### src/rtl/wf_rr_arbiter.sv
// Registered 16-way round-robin arbiter for wavefront slot selection.
// Rotates requests right by the priority pointer, picks the lowest bit, maps back and registers the grant.
module wf_rr_arbiter #(
  parameter logic [3:0] PTR_INIT = 4'd0
) (
  input  logic        clk,
  input  logic        rst_n,
  input  logic [15:0] req,
  input  logic        grant_ready,
  output logic        grant_valid,
  output logic [3:0]  grant_id,
  output logic [15:0] grant_onehot,
  output logic [3:0]  ptr
);

  logic        grantValid_q, grantValid_d;
  logic [3:0]  grantId_q, grantId_d;
  logic [15:0] grantOnehot_q, grantOnehot_d;
  logic [3:0]  ptr_q, ptr_d;

  logic        accept;
  logic        load;
  logic [3:0]  effPtr;
  logic [31:0] reqTwice;
  logic [31:0] reqShifted;
  logic [15:0] rot;
  logic [3:0]  lowIdx;
  logic [3:0]  winner;
  logic        found;

  // Arbitrate against the post-acceptance pointer so back-to-back grants already see the new priority.
  always_comb begin
    accept     = grantValid_q && grant_ready;
    load       = !grantValid_q || grant_ready;
    effPtr     = accept ? grantId_q + 4'd1 : ptr_q;
    reqTwice   = {req, req};
    reqShifted = reqTwice >> effPtr;
    rot        = reqShifted[15:0];
    found      = |req;
    lowIdx     = 4'd0;
    for (int i = 15; i >= 0; i--) begin
      if (rot[i]) begin
        lowIdx = 4'(i);
      end
    end
    winner = lowIdx + effPtr;
  end

  always_comb begin
    grantValid_d  = grantValid_q;
    grantId_d     = grantId_q;
    grantOnehot_d = grantOnehot_q;
    ptr_d         = ptr_q;
    if (accept) begin
      ptr_d = grantId_q + 4'd1;
    end
    if (load) begin
      grantValid_d  = found;
      grantOnehot_d = 16'd0;
      if (found) begin
        grantId_d     = winner;
        grantOnehot_d = 16'd1 << winner;
      end
    end
  end

  always_ff @(posedge clk or negedge rst_n) begin
    if (!rst_n) begin
      grantValid_q  <= 1'b0;
      grantId_q     <= 4'd0;
      grantOnehot_q <= 16'd0;
      ptr_q         <= PTR_INIT;
    end else begin
      grantValid_q  <= grantValid_d;
      grantId_q     <= grantId_d;
      grantOnehot_q <= grantOnehot_d;
      ptr_q         <= ptr_d;
    end
  end

  assign grant_valid  = grantValid_q;
  assign grant_id     = grantId_q;
  assign grant_onehot = grantOnehot_q;
  assign ptr          = ptr_q;

endmodule

### config.mk
export PLATFORM = sky130hd
export DESIGN_NAME = wf_rr_arbiter
export DESIGN_NICKNAME = d
export VERILOG_FILES = /design/src/rtl/wf_rr_arbiter.sv
export SDC_FILE = /design/constraint.sdc
export NUM_CORES = 1
export LEC_CHECK = 0
export ABC_AREA = 1
export BUFFER_PORTS_ARGS = -buffer_cell sky130_fd_sc_hd__buf_2
export CAP_MARGIN = 20
export CORE_MARGIN = 4
export CORE_UTILIZATION = 56
export DETAILED_ROUTE_END_ITERATION = 8
export PLACE_DENSITY = 0.8
export SYNTH_ARGS = -nofsm -noshare
export SYNTH_HDL_FRONTEND = slang
export SYNTH_SLANG_ARGS = --single-unit
### constraint.sdc
create_clock -name clk -period 5.1 [get_ports clk]
set_input_delay 0.255 -clock clk [delete_from_list [all_inputs] [get_ports clk]]
set_output_delay 0.255 -clock clk [all_outputs]
set_load 0.02 [all_outputs]
* Word-level counts from Yosys, hierarchy flattened
Cells that the tools add are included.
** Word-level totals
- Bits in registers :: 25
- Input port bits :: 19
- Output and inout port bits :: 25
- Word-level logic and storage cells :: 31
** Cells by class
- Add/sub/neg operators :: 2
- Shift-type cells :: 2
- Mux-type cells :: 18
- Reductions and logical operators :: 5
** Operators with widths (count)
- $mux W4 :: 17
- $shr A32 B4 Y16 :: 1
- $mux W16 :: 1
- $reduce_or A16 Y1 :: 1
- $shl A1 B4 Y16 const A :: 1
- $add A4 B1 Y4 const B :: 1
- $add A4 B4 Y4 :: 1
- $reduce_and A2 Y1 :: 1
- $logic_and A1 B1 Y1 :: 1
- $logic_not A1 Y1 :: 1
- $logic_or A1 B1 Y1 :: 1

* Depth between registers and ports, before layout
Gate-level depths: netlist of run 1.
- Depth after elaboration :: 22
- Gate-level depth with buffers :: 35
- Mapped depth without buffers :: 34

* Worst setup path after synthesis of run 1
OpenSTA, ideal clock, no wires.
- Path type :: reg2reg
- Start :: register grantId_q[0], in the netlist grant_id[0]
- End :: register grantOnehot_q[10], in the netlist grant_onehot[10]
- Library setup time :: 0.083 ns
- Arrival :: 3.649 ns
- Data required time :: 5.017 ns
- Path slack :: 1.369 ns
- Cell stages (with the launch flop) :: 28
- Buffers on the path :: 1
- Period minus slack after synthesis :: 3.731 ns
- Path through :: dfrtp_1 > ha_1 > o21ai_4 > buf_4 > nand3_1 > nand2_1 > nor2_1 > a31oi_1 > nand2_1 > o21ai_1 > nand2_1 > nand2_1 > nand2_1 > nand2_1 > nand2_1 > nand2_1 > nand2_1 > nand2_1 > nand2_1 > a21oi_1 > ha_1 > inv_1 > fa_1 > xor2_1 > nand2_1 > nor3_1 > inv_1 > o21ai_0
** On the way
- Longest elaborated chain between the ends :: 22
** Ends and longest elaborated chain
- start, declared :: RTL line 17 : logic [3:0] grantId_q, grantId_d;
- start signal, assigned :: RTL line 75 : grantId_q <= grantId_d;
- $add A4 B1 Y4 (*) :: RTL line 35 : effPtr = accept ? grantId_q + 4'd1 : ptr_q;
- $mux W4 (*)
- $shr A32 B4 Y16 :: RTL line 37 : reqShifted = reqTwice >> effPtr;
- $mux W4 (16 in series) :: RTL line 42 : if (rot[i]) begin
- $add A4 B4 Y4 (*) :: RTL line 46 : winner = lowIdx + effPtr;
- $shl A1 B4 Y16 (*) :: RTL line 62 : grantOnehot_d = 16'd1 << winner;
- $mux W16 (*) :: RTL line 60 : if (found) begin
- end signal, assigned :: RTL line 76 : grantOnehot_q <= grantOnehot_d;
- end, declared :: RTL line 18 : logic [15:0] grantOnehot_q, grantOnehot_d;
Every way passes the cells marked *; elsewhere a longest branch is shown, timed or not.
A chain may end at the register's enable or synchronous reset.

* Worst setup path in the final report of run 1
- Start :: register grantId_q[0], in the netlist grant_id[0]
- End :: register grantOnehot_q[8], in the netlist grant_onehot[8]
The elaborated chain is that of the path after synthesis.

==> impl_metrics.ini, run 1 <==
[outcome]
run_status = complete, no violations

[yosys]
ys_warn_count = 0
syn_avg_cell_area_sq_um = 6.095
synth-edff-count = 0
synth-seq-area-share_pct = 27.01
synth_ff_type = dfrtp_1
syn-cell-area_sq_um = 2316
synth-async-reset-ratio_pct = 100.0
synth_cell_types = 33
syn_nets = 404
postSynthRegisterBits = 25
synthCells = 380

[global_routing]
grt_max_degree = 30
grt_overflow = 0
grt_usage_pct = 24.15
grt_pass1_wl_microns = 10230
grt_pass1_vias = 2449
antenna_found_initial = 0

[placed_design]
portBuffers = 43
dp_cells = 465
hpwl_microns = 4791
gp_congestion = 0.9187

[drt]
drt_iter0_markers = 234
vias = 2584
ant_nets = 0
vias_per_cell = 5.498
wl_per_cell_microns = 12.89
wirelength_microns = 6057
drc = 0
first_pass_iters = 6

[floorplan]
initial_utilization_pct = 57.90
dieArea_sq_um = 5229
coreArea_sq_um = 4000
pin_count = 44
dieWidth_microns = 72.31
fp-row-count = 23
die_h_microns = 72.31

[setup_path]
path_max_fanout = 24
required_ps = 5290
worstPathArrival_ps = 4510
critPathSlowestCell = o21ai_2
critPathKind = flip-flop to flip-flop
reg2regPathDepth = 25
crit_top_cell = nand2_1
end_kind = flip-flop
cpPeakStageDelay_ps = 650
startpoint_type = flip-flop

[job]
cap_violations = 0

[clock_tree]
post-cts-setup-buffers = 0
clock_path_buffers = 2
post_cts_resized = 0
clk_pin_slew_worst_paths_ps = 80
cts_tree = yes
cts-buffers-inserted = 3
cts_root_buffer = clkbuf_8
insertion_delay_ps = 260
cts_hold_buf = 1
cts.sink_count = 25
htree_levels = 1

[final_layout]
seq_area_sq_um = 625.6
final_cells = 470
final_nets = 445
diodes = 0
multi_input_comb_area_sq_um = 1474
fin_util_pct = 65.03
mostFrequentLayoutCell = nand2_1
area_growth_pct = 12.32
final_cell_mix = nand2_1 (141), nand3_1 (57), buf_2 (43)
layout-drive-gt1-share_pct = 15.71
nFillCells = 394

[sta]
rsz0062_at_grt = no
period_share_pct = 84.62
finalCriticalPeriod_ps = 4316
hold_viol = 0
fin_worst_skew_ps = 6.452
finalSetupViolations = 0
max_clock_freq_mhz = 231.7
slew_viol_final = 0
maxSlewHeadroom_pct = 33.64
fin_tns_setup_ps = 0
worst_pin_slew_ps = 991.8

[power]
power.density_nw_per_um2 = 808.9
p_leak_nw = 1.463
vdd_drop_max_mv = 0.5969
power_mw = 2.104

[worst_hold_path]
hold_depth = 2
hp-class = input port to flip-flop
==> path summary, 6_finish.rpt <==
path                               endpoint              from  slack (ps)
hold / removal                  grant_valid       grant_ready         300
min in group asynchronous   grant_onehot[3]             rst_n         510
hold reg to reg            grant_onehot[12]  grant_onehot[12]         480
setup / recovery            grant_onehot[8]       grant_id[0]         780
max in group asynchronous       grant_id[2]             rst_n        4230
setup reg to reg            grant_onehot[8]       grant_id[0]         780
==> power breakdown <==
group | internal [mW] | switching (mW)
registers | 0.264 | 0.0469
logic | 0.547 | 1.13
clock network | 0.0558 | 0.0581
total | 0.867 | 1.24
==> Yosys cell counts (2+ instances only) <==
cell type  number  area [sq um]
nor3_1          4         20.02
inv_2           2         7.510
o21ai_2         2         17.52
buf_4           2         15.01
o21ai_1        14         70.07
o21a_1          4         30.03
a31oi_1         4         25.02
nand2_1       141         529.3
a21oi_1         3         15.01
dfrtp_1        25         625.6
nor2_1         25         93.84
buf_2           5         25.02
nand4_1         4         25.02
nand2_2         4         25.02
nor2_2          2         12.51
inv_1          41         153.9
nand3_1        57         285.3
xor2_1          2         17.52
o21ai_0        15         75.07
ha_1            4         50.05
nand2_4         5         56.30
and2_1          4         25.02
==> kinds of logic after synthesis <==
family / Yosys count / synth area share (%)
AO/OA/AOI/OAI: 44 / 11.08
XOR/XNOR: 3 / 1.135
adder cells (fa/ha/maj): 5 / 3.026
buffers and inverters: 52 / 9.346
flip-flops: 25 / 27.01
AND/OR/NAND/NOR: 251 / 48.41
==> sequential cells by signal (all words and copies together) (netlist names) <==
| name | count |
|---|---|
| grant_onehot | 16 |
| grant_id | 4 |
| ptr | 4 |
| grant_valid | 1 |
==> routing by layer <==
layer  part of all wire [%]  global-route usage (%)  wire length, microns
met3                    4.9                   3.047                   296
met5                      0                       0                     0
met2                     51                   44.39                  3082
met1                     41                   28.23                  2512
met4                    2.7                   9.395                   166
==> cell type report <==
cell class / instances / area share, %
inverters: 43 / 6.205
repair buffers: 45 / 8.947
multi-input cells: 303 / 56.66
clock buffers: 4 / 1.732
well taps: 50 / 2.405
flip-flops and latches: 25 / 24.05
==> critical path, delay by kind of cell (launching register included) <==
| kind | cells | cell delay (ps) |
|---|---|---|
| flip-flops | 1 | 450 |
| AO/OA/AOI/OAI | 5 | 1330 |
| XOR/XNOR | 2 | 500 |
| buffers and inverters | 2 | 120 |
| adder cells (fa/ha/maj) | 3 | 800 |
| AND/OR/NAND/NOR | 13 | 1030 |
==> per-stage QoR <==
step | area, sq um | hold slack, ps | setup slack, ps
floorplan | 2316 | -40.59 | 1369
global placement | 2546 | 269.2 | 1018
detailed placement | 2546 | 266.4 | 848.8
CTS | 2601 | 303.2 | 827.6
global route | 2601 | 317.8 | 220.9
finish | 2601 | 297.0 | 784.4
No activity file was read; power rests on OpenSTA's default activity.
==> run 2: changes to the inputs <==
--- a/config.mk
+++ b/config.mk
@@ -5,13 +5,13 @@
 export SDC_FILE = /design/constraint.sdc
 export NUM_CORES = 1
 export LEC_CHECK = 0
-export ABC_AREA = 1
+export ABC_AREA = 0
 export BUFFER_PORTS_ARGS = -buffer_cell sky130_fd_sc_hd__buf_2
 export CAP_MARGIN = 20
 export CORE_MARGIN = 4
-export CORE_UTILIZATION = 56
+export CORE_UTILIZATION = 53
 export DETAILED_ROUTE_END_ITERATION = 8
-export PLACE_DENSITY = 0.8
+export PLACE_DENSITY = 0.77
 export SYNTH_ARGS = -nofsm -noshare
 export SYNTH_HDL_FRONTEND = slang
 export SYNTH_SLANG_ARGS = --single-unit
==> constraint.sdc (replaced) <==
create_clock -name clk -period 3.6 [get_ports clk]
set_input_delay 0.18 -clock clk [delete_from_list [all_inputs] [get_ports clk]]
set_output_delay 0.18 -clock clk [all_outputs]
set_load 0.02 [all_outputs]
==> run 2 against run 1 <==
  * The run now ends with negative setup slack left
  * Area after synthesis up 32%
  * Final cell count up 16%
  * Maximum frequency down 8.6%
  * Final area up 68%
  * Register-to-register slack worse by 1900 ps
  * Worst hold slack better by 89 ps
  * Die area up 35%
  * Global-route usage up 4.3 points
  * Clock skew up 3.0 ps
  * Wire length up 81%
  * Synthesized cell count down 5.5%
  * Critical endpoint is now grant_onehot[4]
  * Largest cell class unchanged
==> impl_metrics.ini, run 2 <==
[floorplan]
pin_count = 44
dieWidth_microns = 83.94
coreArea_sq_um = 5540
fp-row-count = 27
die_h_microns = 83.94
initial_utilization_pct = 55.17
dieArea_sq_um = 7046

[sta]
maxSlewHeadroom_pct = 60.39
hold_viol = 0
fin_worst_skew_ps = 9.470
slew_viol_final = 0
max_clock_freq_mhz = 211.8
setup_ws_ps = -1121
finalCriticalPeriod_ps = 4721
worst_pin_slew_ps = 594.1
period_share_pct = 131.1
rsz0062_at_grt = yes
fin_tns_setup_ps = -16940
finalSetupViolations = 20

[yosys]
netlist_top_cells_count = nand2_1 (58), mux2i_1 (35), nor2_1 (32)
synth-seq-area-share_pct = 20.47
ys_warn_count = 0
synth_ff_type = dfrtp_1
syn_nets = 383
synth_cell_types = 73
synth_top_family_by_area = compound AO/OA/AOI/OAI gates
synth-async-reset-ratio_pct = 100.0
synth_area_leaders = dfrtp_1 (20%), mux2i_1 (11%), nand2_1 (7.1%), o2111ai_1 (4.9%), o211ai_1 (4.2%)
synth-edff-count = 0
yosysMostFrequentCell = nand2_1
synth-adder-area-share_pct = 2.292
synth_mux_area_share_pct = 16.41
postSynthRegisterBits = 25
synth-xor-area-share_pct = 2.006
syn-cell-area_sq_um = 3057
netlist.area_leader.share_pct = 20.47
synthCells = 359
syn_avg_cell_area_sq_um = 8.514
synth_top_cell_by_area = dfrtp_1
synth-simple-area-share_pct = 21.78
synth_compound_area_share_pct = 28.49

[outcome]
failed_checks = negative setup slack
run_status = finished, violations left

[final_layout]
area_growth_pct = 43.35
final_cell_mix = buf_4 (84), nand2_1 (53), buf_2 (43)
layout-drive-gt1-share_pct = 49.26
diodes = 0
largest_reg_flops = 16
mostFrequentLayoutCell = buf_4
final_nets = 500
nFillCells = 328

[clock_tree]
cts-buffers-inserted = 3
insertion_delay_ps = 280
cts_root_buffer = clkbuf_8
cts_tree = yes
clock_path_buffers = 2
htree_levels = 1
cts.sink_count = 25
clk_pin_slew_worst_paths_ps = 100

[setup_path]
cp_cell_sequence = ha_4 > xor2_4 > o21ai_4 > clkinvlp_4 > buf_4 > mux2i_4 > a22o_1 > nor2_1 > nand3_1 > a311oi_2 > o21ai_1 > a221oi_2 > ha_2 > inv_2 > fa_2 > xnor2_4 > nand3_1 > nor2_1 > o2111ai_1 > o211ai_1
cpPeakStageDelay_ps = 480
startpoint_type = flip-flop
end_kind = flip-flop
required_ps = 3800
path_max_fanout = 8
crit_buf_inv = 3
critPathKind = flip-flop to flip-flop
worstPathArrival_ps = 4920
critPathSlowestCell = fa_2
crit_family = compound AO/OA/AOI/OAI gates

[drt]
wl_per_cell_microns = 20.10
ant_nets = 0
first_pass_iters = 7
drt_iter0_markers = 408
wirelength_microns = 10990
vias = 3631
vias_per_cell = 6.638
drc = 0

[global_routing]
grt_overflow = 0
grt_usage_pct = 28.44
antenna_found_initial = 0
grt_pass1_vias = 3373
grt_pass1_wl_microns = 16820
grt_max_degree = 26

[placed_design]
portBuffers = 43
post-place-ws_ps = -838.1
hpwl_microns = 7368
gp_congestion = 0.9708

[job]
cap_violations = 0

[worst_hold_path]
hp-class = input port to flip-flop
==> run 2: path summary, 6_finish.rpt <==
| check | startpoint | endpoint | slack (ps) | cells after the start |
|---|---|---|---|---|
| max reg2reg | grant_id[0] | grant_onehot[4] | -1120 | 20 |
| min in group asynchronous | rst_n | grant_onehot[5] | 430 | 2 |
| max | grant_id[0] | grant_onehot[4] | -1120 | 20 |
| min | req[9] | grant_valid | 390 | 4 |
| min reg2reg | grant_onehot[3] | grant_onehot[3] | 500 | 2 |
| max in group asynchronous | rst_n | grant_id[0] | 2750 | 2 |
==> run 2: layout make-up <==
| type | count | area, sq um | area share, % |
|---|---|---|---|
| multi-input cells | 297 | 2597 | 59.28 |
| clock inverters | 1 | 7.507 | 0.1713 |
| flip-flops and latches | 25 | 629.4 | 14.36 |
| repair inverters | 1 | 7.507 | 0.1713 |
| repair buffers | 135 | 952.2 | 21.73 |
| well taps | 72 | 90.09 | 2.056 |
| clock buffers | 3 | 41.29 | 0.9423 |
| inverters | 13 | 56.30 | 1.285 |
==> run 2: cells by family after synthesis <==
family          after synthesis
compound gates              105
fa+ha+maj                     5
xor+xnor                      7
mux                          45
buf+inv                      38
flops                        25
simple gates                134
==> run 2: per-stage QoR <==
stage / instance area, sq um / hold WS (ps) / cells / util, %
2_1_floorplan: 3288 / -115.6 / 359 / -
3_3_place_gp: 3939 / 207.4 / 524 / 71.09
3_5_place_dp: 3939 / 216.1 / 524 / 71.09
4_1_cts: 4131 / 378.5 / 536 / 74.57
5_1_grt: 4382 / 415.2 / 547 / 79.09
6_report: 4382 / 385.9 / 547 / 79.09
==> run 2: worst reg2reg max path: stages (launching register included) <==
cell	delay [ps]
dfrtp_2	440
ha_4	190
xor2_4	160
o21ai_4	280
clkinvlp_4	240
buf_4	190
mux2i_4	200
a22o_1	240
nor2_1	170
nand3_1	130
a311oi_2	270
o21ai_1	130
a221oi_2	240
ha_2	230
inv_2	40
fa_2	480
xnor2_4	350
nand3_1	190
nor2_1	190
o2111ai_1	170
o211ai_1	140
==> run 2: per-layer routing <==
metal	vias to the layer above	global-route usage [%]	share of wire [%]
met1	1723	37.52	38
li1	1583	-	-
met4	0	7.018	5.1
met3	58	3.554	8.7
met2	267	49.17	48
met5	-	0	0
==> run 2: repair_timing <==
item                                    in CTS  in global routing
setup buffers                                6                 10
gates resized for setup                     17                 36
endpoints found under the hold margin       25                  0
endpoints found under the setup margin      20                 20
pin swaps                                    7                 25
hold buffers                                 1                  0
gates cloned                                 1                  1
Power of run 2 is not shown: default switching activity piles up to over one toggle a cycle in this logic, so the estimate is an artifact.
